==> config.mk <==
export PLATFORM = sky130hd
export DESIGN_NAME = ddr3_init_sequencer_flat
export DESIGN_NICKNAME = d
export VERILOG_FILES = /design/src/rtl/ddr3_init_sequencer_if.sv /design/src/rtl/ddr3_init_sequencer.sv /design/src/flat_wrapper.sv
export SDC_FILE = /design/constraint.sdc
export NUM_CORES = 1
export LEC_CHECK = 0
export ABC_AREA = 0
export BUFFER_PORTS_ARGS = -buffer_cell sky130_fd_sc_hd__buf_2
export CORE_ASPECT_RATIO = 1.25
export CORE_MARGIN = 4
export CORE_UTILIZATION = 47
export CTS_CLUSTER_SIZE = 10
export DETAILED_ROUTE_END_ITERATION = 10
export MAX_ROUTING_LAYER = met4
export PLACE_DENSITY = 0.76
export SLEW_MARGIN = 20
export SYNTH_ARGS = -nofsm -noshare
export SYNTH_HDL_FRONTEND = slang
export SYNTH_SLANG_ARGS = --single-unit
==> constraint.sdc <==
create_clock -name core_clk -period 3.2 [get_ports core_clk]
set_clock_uncertainty 0.1 [all_clocks]
set_input_delay 0 -clock core_clk [delete_from_list [all_inputs] [get_ports core_clk]]
set_output_delay 0 -clock core_clk [all_outputs]
set_load 0.01 [all_outputs]
==> src/rtl/ddr3_init_sequencer_if.sv <==
// DFI command/control bundle driven by the DDR3 init sequencer toward the DFI mux.
interface ddr3_init_sequencer_if #(
   parameter int RANKS  = 1,
   parameter int ADDR_W = 14
);
   logic              dfi_reset_n;
   logic [RANKS-1:0]  dfi_cke;
   logic [RANKS-1:0]  dfi_cs_n;
   logic              dfi_ras_n;
   logic              dfi_cas_n;
   logic              dfi_we_n;
   logic [2:0]        dfi_bank;
   logic [ADDR_W-1:0] dfi_address;
   logic [RANKS-1:0]  dfi_odt;

   modport master (
      output dfi_reset_n, dfi_cke, dfi_cs_n, dfi_ras_n, dfi_cas_n, dfi_we_n,
             dfi_bank, dfi_address, dfi_odt
   );
   modport slave (
      input  dfi_reset_n, dfi_cke, dfi_cs_n, dfi_ras_n, dfi_cas_n, dfi_we_n,
             dfi_bank, dfi_address, dfi_odt
   );
endinterface

==> src/rtl/ddr3_init_sequencer.sv <==
// DDR3 power-up sequencer: RESET#/CKE timing, MRS2/3/1/0 per rank, then done.
// Define DDR_INIT_ZQCL_EN to append a per-rank ZQCL + tZQinit before done.
module ddr3_init_sequencer #(
   parameter int CLK_PERIOD_PS = 2500,
   parameter int T_RESET_NS    = 200000,
   parameter int T_CKE_NS      = 500000,
   parameter int T_XPR_NS      = 270,
   parameter int T_MRD_CK      = 4,
   parameter int T_MOD_CK      = 12,
   parameter int T_ZQINIT_CK   = 512,
   parameter int RANKS         = 1,
   parameter int ADDR_W        = 14
) (
   input  logic              core_clk,
   input  logic              core_arstn,
   input  logic              ddr_init_start,
   output logic              ddr_init_done,
   output logic              ddr_init_busy,
   input  logic [ADDR_W-1:0] cfg_mr0,
   input  logic [ADDR_W-1:0] cfg_mr1,
   input  logic [ADDR_W-1:0] cfg_mr2,
   input  logic [ADDR_W-1:0] cfg_mr3,
   ddr3_init_sequencer_if.master dfi
);

   function automatic int max1(input int v);
      return (v < 1) ? 1 : v;
   endfunction

   function automatic int max2(input int a, input int b);
      return (a > b) ? a : b;
   endfunction

   function automatic int ns2ck(input longint ns);
      longint c;
      c = (ns * longint'(1000) + longint'(CLK_PERIOD_PS) - longint'(1)) / longint'(CLK_PERIOD_PS);
      return (c < longint'(1)) ? 1 : int'(c);
   endfunction

   // Wait-state lengths in cycles; the command cycle itself counts toward tMRD/tMOD/tZQinit.
   localparam int C_RESET = ns2ck(longint'(T_RESET_NS));
   localparam int C_CKE   = ns2ck(longint'(T_CKE_NS));
   localparam int C_XPR   = ns2ck(longint'(T_XPR_NS));
   localparam int C_MRDW  = max1(T_MRD_CK - 1);
   localparam int C_MODW  = max1(T_MOD_CK - 1);
`ifdef DDR_INIT_ZQCL_EN
   localparam int C_ZQW   = max1(T_ZQINIT_CK - 1);
`else
   localparam int C_ZQW   = 1;
`endif
   localparam int C_MAX   = max2(max2(max2(C_RESET, C_CKE), max2(C_XPR, C_MRDW)),
                                 max2(C_MODW, C_ZQW));
   localparam int CW      = $clog2(C_MAX) + 1;
   localparam int RW      = (RANKS > 1) ? $clog2(RANKS) : 1;

   typedef enum logic [3:0] {
      S_IDLE,
      S_RST_LOW,
      S_CKE_WAIT,
      S_XPR,
      S_MRS,
      S_MRS_WAIT,
`ifdef DDR_INIT_ZQCL_EN
      S_ZQCL,
      S_ZQ_WAIT,
`endif
      S_DONE
   } state_t;

   state_t            state_q, state_d;
   logic [CW-1:0]     cnt_q, cnt_d;
   logic [RW-1:0]     rank_q, rank_d;
   logic [1:0]        step_q, step_d;   // 0..3 -> MR2, MR3, MR1, MR0
   logic              cnt_zero, last_rank;

   logic              reset_n_q, reset_n_d;
   logic [RANKS-1:0]  cke_q, cke_d;
   logic [RANKS-1:0]  cs_n_q, cs_n_d;
   logic              ras_n_q, ras_n_d;
   logic              cas_n_q, cas_n_d;
   logic              we_n_q, we_n_d;
   logic [2:0]        bank_q, bank_d;
   logic [ADDR_W-1:0] addr_q, addr_d;
   logic              done_q, done_d;
   logic              busy_q, busy_d;

   always_ff @(posedge core_clk or negedge core_arstn) begin
      if (!core_arstn) begin
         state_q   <= S_IDLE;
         cnt_q     <= '0;
         rank_q    <= '0;
         step_q    <= '0;
         reset_n_q <= 1'b0;
         cke_q     <= '0;
         cs_n_q    <= '1;
         ras_n_q   <= 1'b1;
         cas_n_q   <= 1'b1;
         we_n_q    <= 1'b1;
         bank_q    <= '0;
         addr_q    <= '0;
         done_q    <= 1'b0;
         busy_q    <= 1'b0;
      end else begin
         state_q   <= state_d;
         cnt_q     <= cnt_d;
         rank_q    <= rank_d;
         step_q    <= step_d;
         reset_n_q <= reset_n_d;
         cke_q     <= cke_d;
         cs_n_q    <= cs_n_d;
         ras_n_q   <= ras_n_d;
         cas_n_q   <= cas_n_d;
         we_n_q    <= we_n_d;
         bank_q    <= bank_d;
         addr_q    <= addr_d;
         done_q    <= done_d;
         busy_q    <= busy_d;
      end
   end

   always_comb begin
      state_d   = state_q;
      cnt_d     = cnt_q;
      rank_d    = rank_q;
      step_d    = step_q;
      cnt_zero  = (cnt_q == '0);
      last_rank = (rank_q == RW'(RANKS - 1));

      case (state_q)
         S_IDLE: begin
            if (ddr_init_start) begin
               state_d = S_RST_LOW;
               cnt_d   = CW'(C_RESET - 1);
            end
         end
         S_RST_LOW: begin
            if (cnt_zero) begin
               state_d = S_CKE_WAIT;
               cnt_d   = CW'(C_CKE - 1);
            end else begin
               cnt_d = cnt_q - CW'(1);
            end
         end
         S_CKE_WAIT: begin
            if (cnt_zero) begin
               state_d = S_XPR;
               cnt_d   = CW'(C_XPR - 1);
            end else begin
               cnt_d = cnt_q - CW'(1);
            end
         end
         S_XPR: begin
            if (cnt_zero) begin
               state_d = S_MRS;
               rank_d  = '0;
               step_d  = '0;
            end else begin
               cnt_d = cnt_q - CW'(1);
            end
         end
         S_MRS: begin
            state_d = S_MRS_WAIT;
            cnt_d   = (step_q == 2'd3) ? CW'(C_MODW - 1) : CW'(C_MRDW - 1);
         end
         S_MRS_WAIT: begin
            if (!cnt_zero) begin
               cnt_d = cnt_q - CW'(1);
            end else if (step_q != 2'd3) begin
               state_d = S_MRS;
               step_d  = step_q + 2'd1;
            end else if (!last_rank) begin
               state_d = S_MRS;
               step_d  = '0;
               rank_d  = rank_q + RW'(1);
            end else begin
`ifdef DDR_INIT_ZQCL_EN
               state_d = S_ZQCL;
               rank_d  = '0;
`else
               state_d = S_DONE;
`endif
            end
         end
`ifdef DDR_INIT_ZQCL_EN
         S_ZQCL: begin
            state_d = S_ZQ_WAIT;
            cnt_d   = CW'(C_ZQW - 1);
         end
         S_ZQ_WAIT: begin
            if (!cnt_zero) begin
               cnt_d = cnt_q - CW'(1);
            end else if (!last_rank) begin
               state_d = S_ZQCL;
               rank_d  = rank_q + RW'(1);
            end else begin
               state_d = S_DONE;
            end
         end
`endif
         S_DONE: state_d = S_DONE;
         default: state_d = S_IDLE;
      endcase

      // Outputs are decoded from the next state so they register in step with it.
      reset_n_d = 1'b1;
      cke_d     = '1;
      cs_n_d    = '1;
      ras_n_d   = 1'b1;
      cas_n_d   = 1'b1;
      we_n_d    = 1'b1;
      bank_d    = '0;
      addr_d    = '0;
      case (state_d)
         S_IDLE, S_RST_LOW: begin
            reset_n_d = 1'b0;
            cke_d     = '0;
         end
         S_CKE_WAIT: cke_d = '0;
         S_MRS: begin
            cs_n_d  = ~(RANKS'(1) << rank_d);
            ras_n_d = 1'b0;
            cas_n_d = 1'b0;
            we_n_d  = 1'b0;
            case (step_d)
               2'd0:    begin bank_d = 3'd2; addr_d = cfg_mr2; end
               2'd1:    begin bank_d = 3'd3; addr_d = cfg_mr3; end
               2'd2:    begin bank_d = 3'd1; addr_d = cfg_mr1; end
               default: begin bank_d = 3'd0; addr_d = cfg_mr0; end
            endcase
         end
`ifdef DDR_INIT_ZQCL_EN
         S_ZQCL: begin
            cs_n_d     = ~(RANKS'(1) << rank_d);
            we_n_d     = 1'b0;
            addr_d[10] = 1'b1;
         end
`endif
         default: ;
      endcase
      done_d = (state_d == S_DONE);
      busy_d = (state_d != S_IDLE) && (state_d != S_DONE);
   end

   assign ddr_init_done   = done_q;
   assign ddr_init_busy   = busy_q;
   assign dfi.dfi_reset_n = reset_n_q;
   assign dfi.dfi_cke     = cke_q;
   assign dfi.dfi_cs_n    = cs_n_q;
   assign dfi.dfi_ras_n   = ras_n_q;
   assign dfi.dfi_cas_n   = cas_n_q;
   assign dfi.dfi_we_n    = we_n_q;
   assign dfi.dfi_bank    = bank_q;
   assign dfi.dfi_address = addr_q;
   assign dfi.dfi_odt     = '0;

endmodule

==> src/flat_wrapper.sv <==
// flat-port wrapper written by rule: the top's interface ports become plain ports
module ddr3_init_sequencer_flat 
#(
   parameter int CLK_PERIOD_PS = 2500,
   parameter int T_RESET_NS    = 200000,
   parameter int T_CKE_NS      = 500000,
   parameter int T_XPR_NS      = 270,
   parameter int T_MRD_CK      = 4,
   parameter int T_MOD_CK      = 12,
   parameter int T_ZQINIT_CK   = 512,
   parameter int RANKS         = 1,
   parameter int ADDR_W        = 14
)
  (core_clk, core_arstn, ddr_init_start, ddr_init_done, ddr_init_busy, cfg_mr0, cfg_mr1, cfg_mr2, cfg_mr3, dfi_dfi_reset_n, dfi_dfi_cke, dfi_dfi_cs_n, dfi_dfi_ras_n, dfi_dfi_cas_n, dfi_dfi_we_n, dfi_dfi_bank, dfi_dfi_address, dfi_dfi_odt);
  ddr3_init_sequencer_if #(.RANKS(RANKS), .ADDR_W(ADDR_W)) dfi_i ();
  input  logic core_clk;
  input  logic core_arstn;
  input  logic ddr_init_start;
  output logic ddr_init_done;
  output logic ddr_init_busy;
  input  logic [ADDR_W-1:0] cfg_mr0;
  input  logic [ADDR_W-1:0] cfg_mr1;
  input  logic [ADDR_W-1:0] cfg_mr2;
  input  logic [ADDR_W-1:0] cfg_mr3;
  output wire logic [$bits(dfi_i.dfi_reset_n)-1:0] dfi_dfi_reset_n;
  output wire logic [$bits(dfi_i.dfi_cke)-1:0] dfi_dfi_cke;
  output wire logic [$bits(dfi_i.dfi_cs_n)-1:0] dfi_dfi_cs_n;
  output wire logic [$bits(dfi_i.dfi_ras_n)-1:0] dfi_dfi_ras_n;
  output wire logic [$bits(dfi_i.dfi_cas_n)-1:0] dfi_dfi_cas_n;
  output wire logic [$bits(dfi_i.dfi_we_n)-1:0] dfi_dfi_we_n;
  output wire logic [$bits(dfi_i.dfi_bank)-1:0] dfi_dfi_bank;
  output wire logic [$bits(dfi_i.dfi_address)-1:0] dfi_dfi_address;
  output wire logic [$bits(dfi_i.dfi_odt)-1:0] dfi_dfi_odt;
  assign dfi_dfi_reset_n = dfi_i.dfi_reset_n;
  assign dfi_dfi_cke = dfi_i.dfi_cke;
  assign dfi_dfi_cs_n = dfi_i.dfi_cs_n;
  assign dfi_dfi_ras_n = dfi_i.dfi_ras_n;
  assign dfi_dfi_cas_n = dfi_i.dfi_cas_n;
  assign dfi_dfi_we_n = dfi_i.dfi_we_n;
  assign dfi_dfi_bank = dfi_i.dfi_bank;
  assign dfi_dfi_address = dfi_i.dfi_address;
  assign dfi_dfi_odt = dfi_i.dfi_odt;
  ddr3_init_sequencer #(.CLK_PERIOD_PS(CLK_PERIOD_PS), .T_RESET_NS(T_RESET_NS), .T_CKE_NS(T_CKE_NS), .T_XPR_NS(T_XPR_NS), .T_MRD_CK(T_MRD_CK), .T_MOD_CK(T_MOD_CK), .T_ZQINIT_CK(T_ZQINIT_CK), .RANKS(RANKS), .ADDR_W(ADDR_W)) u_core (.core_clk(core_clk), .core_arstn(core_arstn), .ddr_init_start(ddr_init_start), .ddr_init_done(ddr_init_done), .ddr_init_busy(ddr_init_busy), .cfg_mr0(cfg_mr0), .cfg_mr1(cfg_mr1), .cfg_mr2(cfg_mr2), .cfg_mr3(cfg_mr3), .dfi(dfi_i));
endmodule
==> summary.log <==
[power] Max IR drop VDD 0.0002487 V
[floorplan] floorplan die area 7763 um^2
[worst_hold_path] type of the worst min-delay path in -> reg
[clock_network] H-tree depth 2
[cells_and_area] Layout Nets 537
[cells_and_area] diode count 0
[place] count of input and output buffers 82
[yosys] most area-consuming cells after synthesis dfrtp_1 38%, nor2_1 7.2%, a21oi_1 6.0%, a222oi_1 4.7%, ha_1 2.9%
[yosys] most frequently used flop master after synthesis dfrtp_1
[worst_setup_path] data required time of the critical path 3.28 ns
[sta] Slew HR 54.95%
[sta] crit path time final 3.149 ns
[power] clock power share 35.6%
[yosys] sequential area share after synthesis 39.95%
[clock_network] Clock Tree Buf Depth 2
[route] post-route ant nets 0
[sta] number of max-slew violations in the final report 0
[route] length of the first detailed-routing pass in iterations 6
[route] Total Wirelength 10420 um
[power] net switching fraction of the power 26.87%
[clock_network] number of clock sinks 48
[yosys] share of Yosys cell area claimed by the top area cell type 38.21%
[sta] Max Fclk 0.3176 GHz
[place] DP Cell Count 507
[yosys] number of flip-flops and latches in the synthesized netlist 48
[yosys] average cell area after synthesis 8.888 um^2
[yosys] Netlist Area Pre-Place 3013 um^2
[cells_and_area] final std cell area, no fill 4232 um^2
[sta] Setup violations, final 0
[floorplan] count of boundary I/O pins 85
[clock_network] Clock Tree Root clkbuf_8
[global_route] GRT Residual Overflow 0
[global_route] Global Route met1 Usage 33.14%
[yosys] cells after synthesis 339
[power] total power density per cell area 351.0 nW/um^2
[power] internal power consumption 1.086 mW
[run] max-cap violation count 0
[run_status] status completed
[power] total chip power 1.485 mW
[yosys] number of warnings issued by yosys 0
[route] Iter 0 DRT Violations 390
[cells_and_area] share of cells above drive strength 1 32.63%
[clock_network] clock-pin slew of the registers on the worst-case setup and hold paths 0.10 ns
[global_route] fraction of met2 tracks used by global routing 43.22%
[worst_setup_path] critical path endpoint category flop
[global_route] total routing usage reported by global routing 27.19%
[yosys] top-count cell post-synth nor2_1
[clock_network] clock latency of the later-clocked register in the worst-skew pair 0.31 ns
[floorplan] initial core utilization 48.55%
[worst_setup_path] worst setup path category reg -> reg
[yosys] count of unique library cells instantiated by Yosys 68
[global_route] number of antenna violations at the first check in global routing 0
[yosys] library cell with the largest summed area after synthesis dfrtp_1
[yosys] most frequent cells after synthesis 58 x nor2_1, 46 x dfrtp_1, 36 x a21oi_1, 16 x nor3_1
[worst_setup_path] arrival time of the worst setup path 3.23 ns
[floorplan] core region area 6206 um^2
[yosys] number of flops mapped to enable cells by yosys 0
[yosys] post-synthesis async set-or-reset flop share 100.0%
[place] Final HPWL DP 6043 um
[floorplan] Die Span Y 97.52 um
[global_route] wire length of the first global-routing pass 16210 um
[clock_network] CTS tree done
[power] logic gate share of total power 18.9%
[cells_and_area] Area Growth Syn to Fin 40.45%
[power] cell leakage power 1.920 nW
[route] Avg Vias per Cell 5.935
[cells_and_area] number of inserted filler cells in the final layout 455
[route] detailed-route DRC error count 0
[clock_network] clock buffers created by TritonCTS 5
[worst_setup_path] startpoint types flop
[route] WL per Instance 18.71 um
[global_route] met3 track utilization from global routing 5.659%
[sta] count of endpoints failing hold in the final timing report 0
[route] detailed-route via count 3306
[floorplan] die width 79.61 um
[place] weighted congestion at the end of routability-driven global placement 0.9320
[global_route] global route hottest layer met2
[sta] crit share post-route 98.41%
[cells_and_area] count of placed standard cells in the final layout, fillers left out 557
[global_route] largest net degree at the start of global routing 49
[global_route] number of global-route vias before repair 3271
[place] post-detailed-placement cell area 3587 um^2
[floorplan] Placement Rows 32
[worst_setup_path] critical path peak fanout 15
[sta] slew at the pin closest to its max-slew limit 0.6732 ns
[power] reported net switching power 399.1 uW
[power] sequential power share 45.5%
[layout by cell type (no fill, tap or decap), types with 5 or more instances in the layout]
master / count
a21oi_1: 33
clkbuf_8: 5
inv_1: 9
o21ai_0: 11
nor3_1: 15
a222oi_1: 14
buf_4: 26
nor2_2: 5
dlygate4sd3_1: 37
buf_2: 81
xnor2_1: 7
nand2_1: 14
dfrtp_1: 46
nor2_1: 58
[logic make-up (layout without fill, tap and decap cells)]
logic type	Yosys count	count (layout)	share of synthesized area, %
other	1	3	0.1245
buffers and inverters	35	166	5.856
AO/OA/AOI/OAI	94	94	21.68
AND/OR/NAND/NOR	145	145	26.79
flip-flops	48	48	39.95
multiplexers	2	2	0.6645
XOR/XNOR	7	7	2.035
adder cells (fa/ha/maj)	7	7	2.907
[stage by stage]
stage	setup WS [ns]	util [%]	TNS, ns	hold slack (ns)
2_1_floorplan	0.05409	-	0	-0.3956
3_3_place_gp	0.2032	57.80	0	0.1333
3_5_place_dp	0.06656	57.80	0	0.1486
4_1_cts	0.04163	65.91	0	0.002255
5_1_grt	-0.06761	68.19	-0.2180	0.01814
6_report	0.05096	68.19	0	0.01018
[final timing paths]
kind                       slack, ns                    endpoint        startpoint  cells past startpoint
max                             0.05   u_core.dfi.dfi_address[3]   u_core.cnt_q[9]                     12
min                             0.01  u_core.dfi.dfi_address[13]       cfg_mr1[13]                      5
max reg2reg                     0.05   u_core.dfi.dfi_address[3]   u_core.cnt_q[9]                     12
min reg2reg                     0.42            u_core.cnt_q[17]  u_core.cnt_q[17]                      2
max in group asynchronous       2.45               u_core.rank_q        core_arstn                      2
min in group asynchronous       0.12            u_core.cnt_q[12]        core_arstn                      2
[routing by layer]
layer / part of all wire (%) / wire length [um] / vias to the layer above
met5: 0 / 0 / -
met4: 4.5 / 472 / 0
met3: 8.9 / 930 / 41
met2: 49 / 5155 / 206
met1: 37 / 3862 / 1557
li1: - / - / 1502
[power groups by stage]
stage | clock network [mW] | logic (mW) | registers (mW)
2_1_floorplan | 0 | 0.133 | 0.676
5_1_grt | 0.559 | 0.307 | 0.680
4_1_cts | 0.530 | 0.258 | 0.675
3_3_place_gp | 0 | 0.219 | 0.686
6_report | 0.529 | 0.281 | 0.675
3_5_place_dp | 0 | 0.223 | 0.686
[sequential cells by signal, summed over array words and instances (netlist names)]
| signal | count |
|---|---|
| u_core.dfi.dfi_cke | 1 |
| u_core.cnt_q | 19 |
| u_core.ddr_init_done | 1 |
| u_core.step_q | 2 |
| u_core.ddr_init_busy | 1 |
| u_core.dfi.dfi_reset_n | 1 |
| u_core.dfi.dfi_bank | 2 |
| u_core.dfi.dfi_cas_n | 1 |
| u_core.state_q | 4 |
| u_core.dfi.dfi_address | 14 |
| u_core.dfi.dfi_cs_n | 1 |
| u_core.rank_q | 1 |
[worst max-delay path, stage by stage (launching register included)]
cell,delay (ns)
dfrtp_1,0.50
nor4b_4,0.39
nand2_1,0.14
buf_4,0.19
nor3_4,0.20
a32o_1,0.23
a22oi_2,0.09
buf_4,0.18
ha_4,0.22
a222oi_1,0.42
nor2_1,0.08
a21oi_1,0.19
nor2_1,0.09
[cell type report]
class | instances | area [um^2] | area share (%)
timing repair buffer | 147 | 1018 | 24.07
tap | 85 | 106.4 | 2.513
clock inverter | 2 | 60.06 | 1.419
multi-input combinational | 258 | 1729 | 40.86
inverter | 11 | 41.29 | 0.9758
sequential | 48 | 1204 | 28.44
clock buffer | 6 | 72.57 | 1.715
[repair_timing]
action | CTS | global route
setup buffers | 0 | 5
hold buffers | 37 | 0
setup endpoints to repair | 0 | 15
endpoints found under the hold margin | 60 | 0
gates resized for setup | 0 | 18
(Power assumes the default switching activity.)
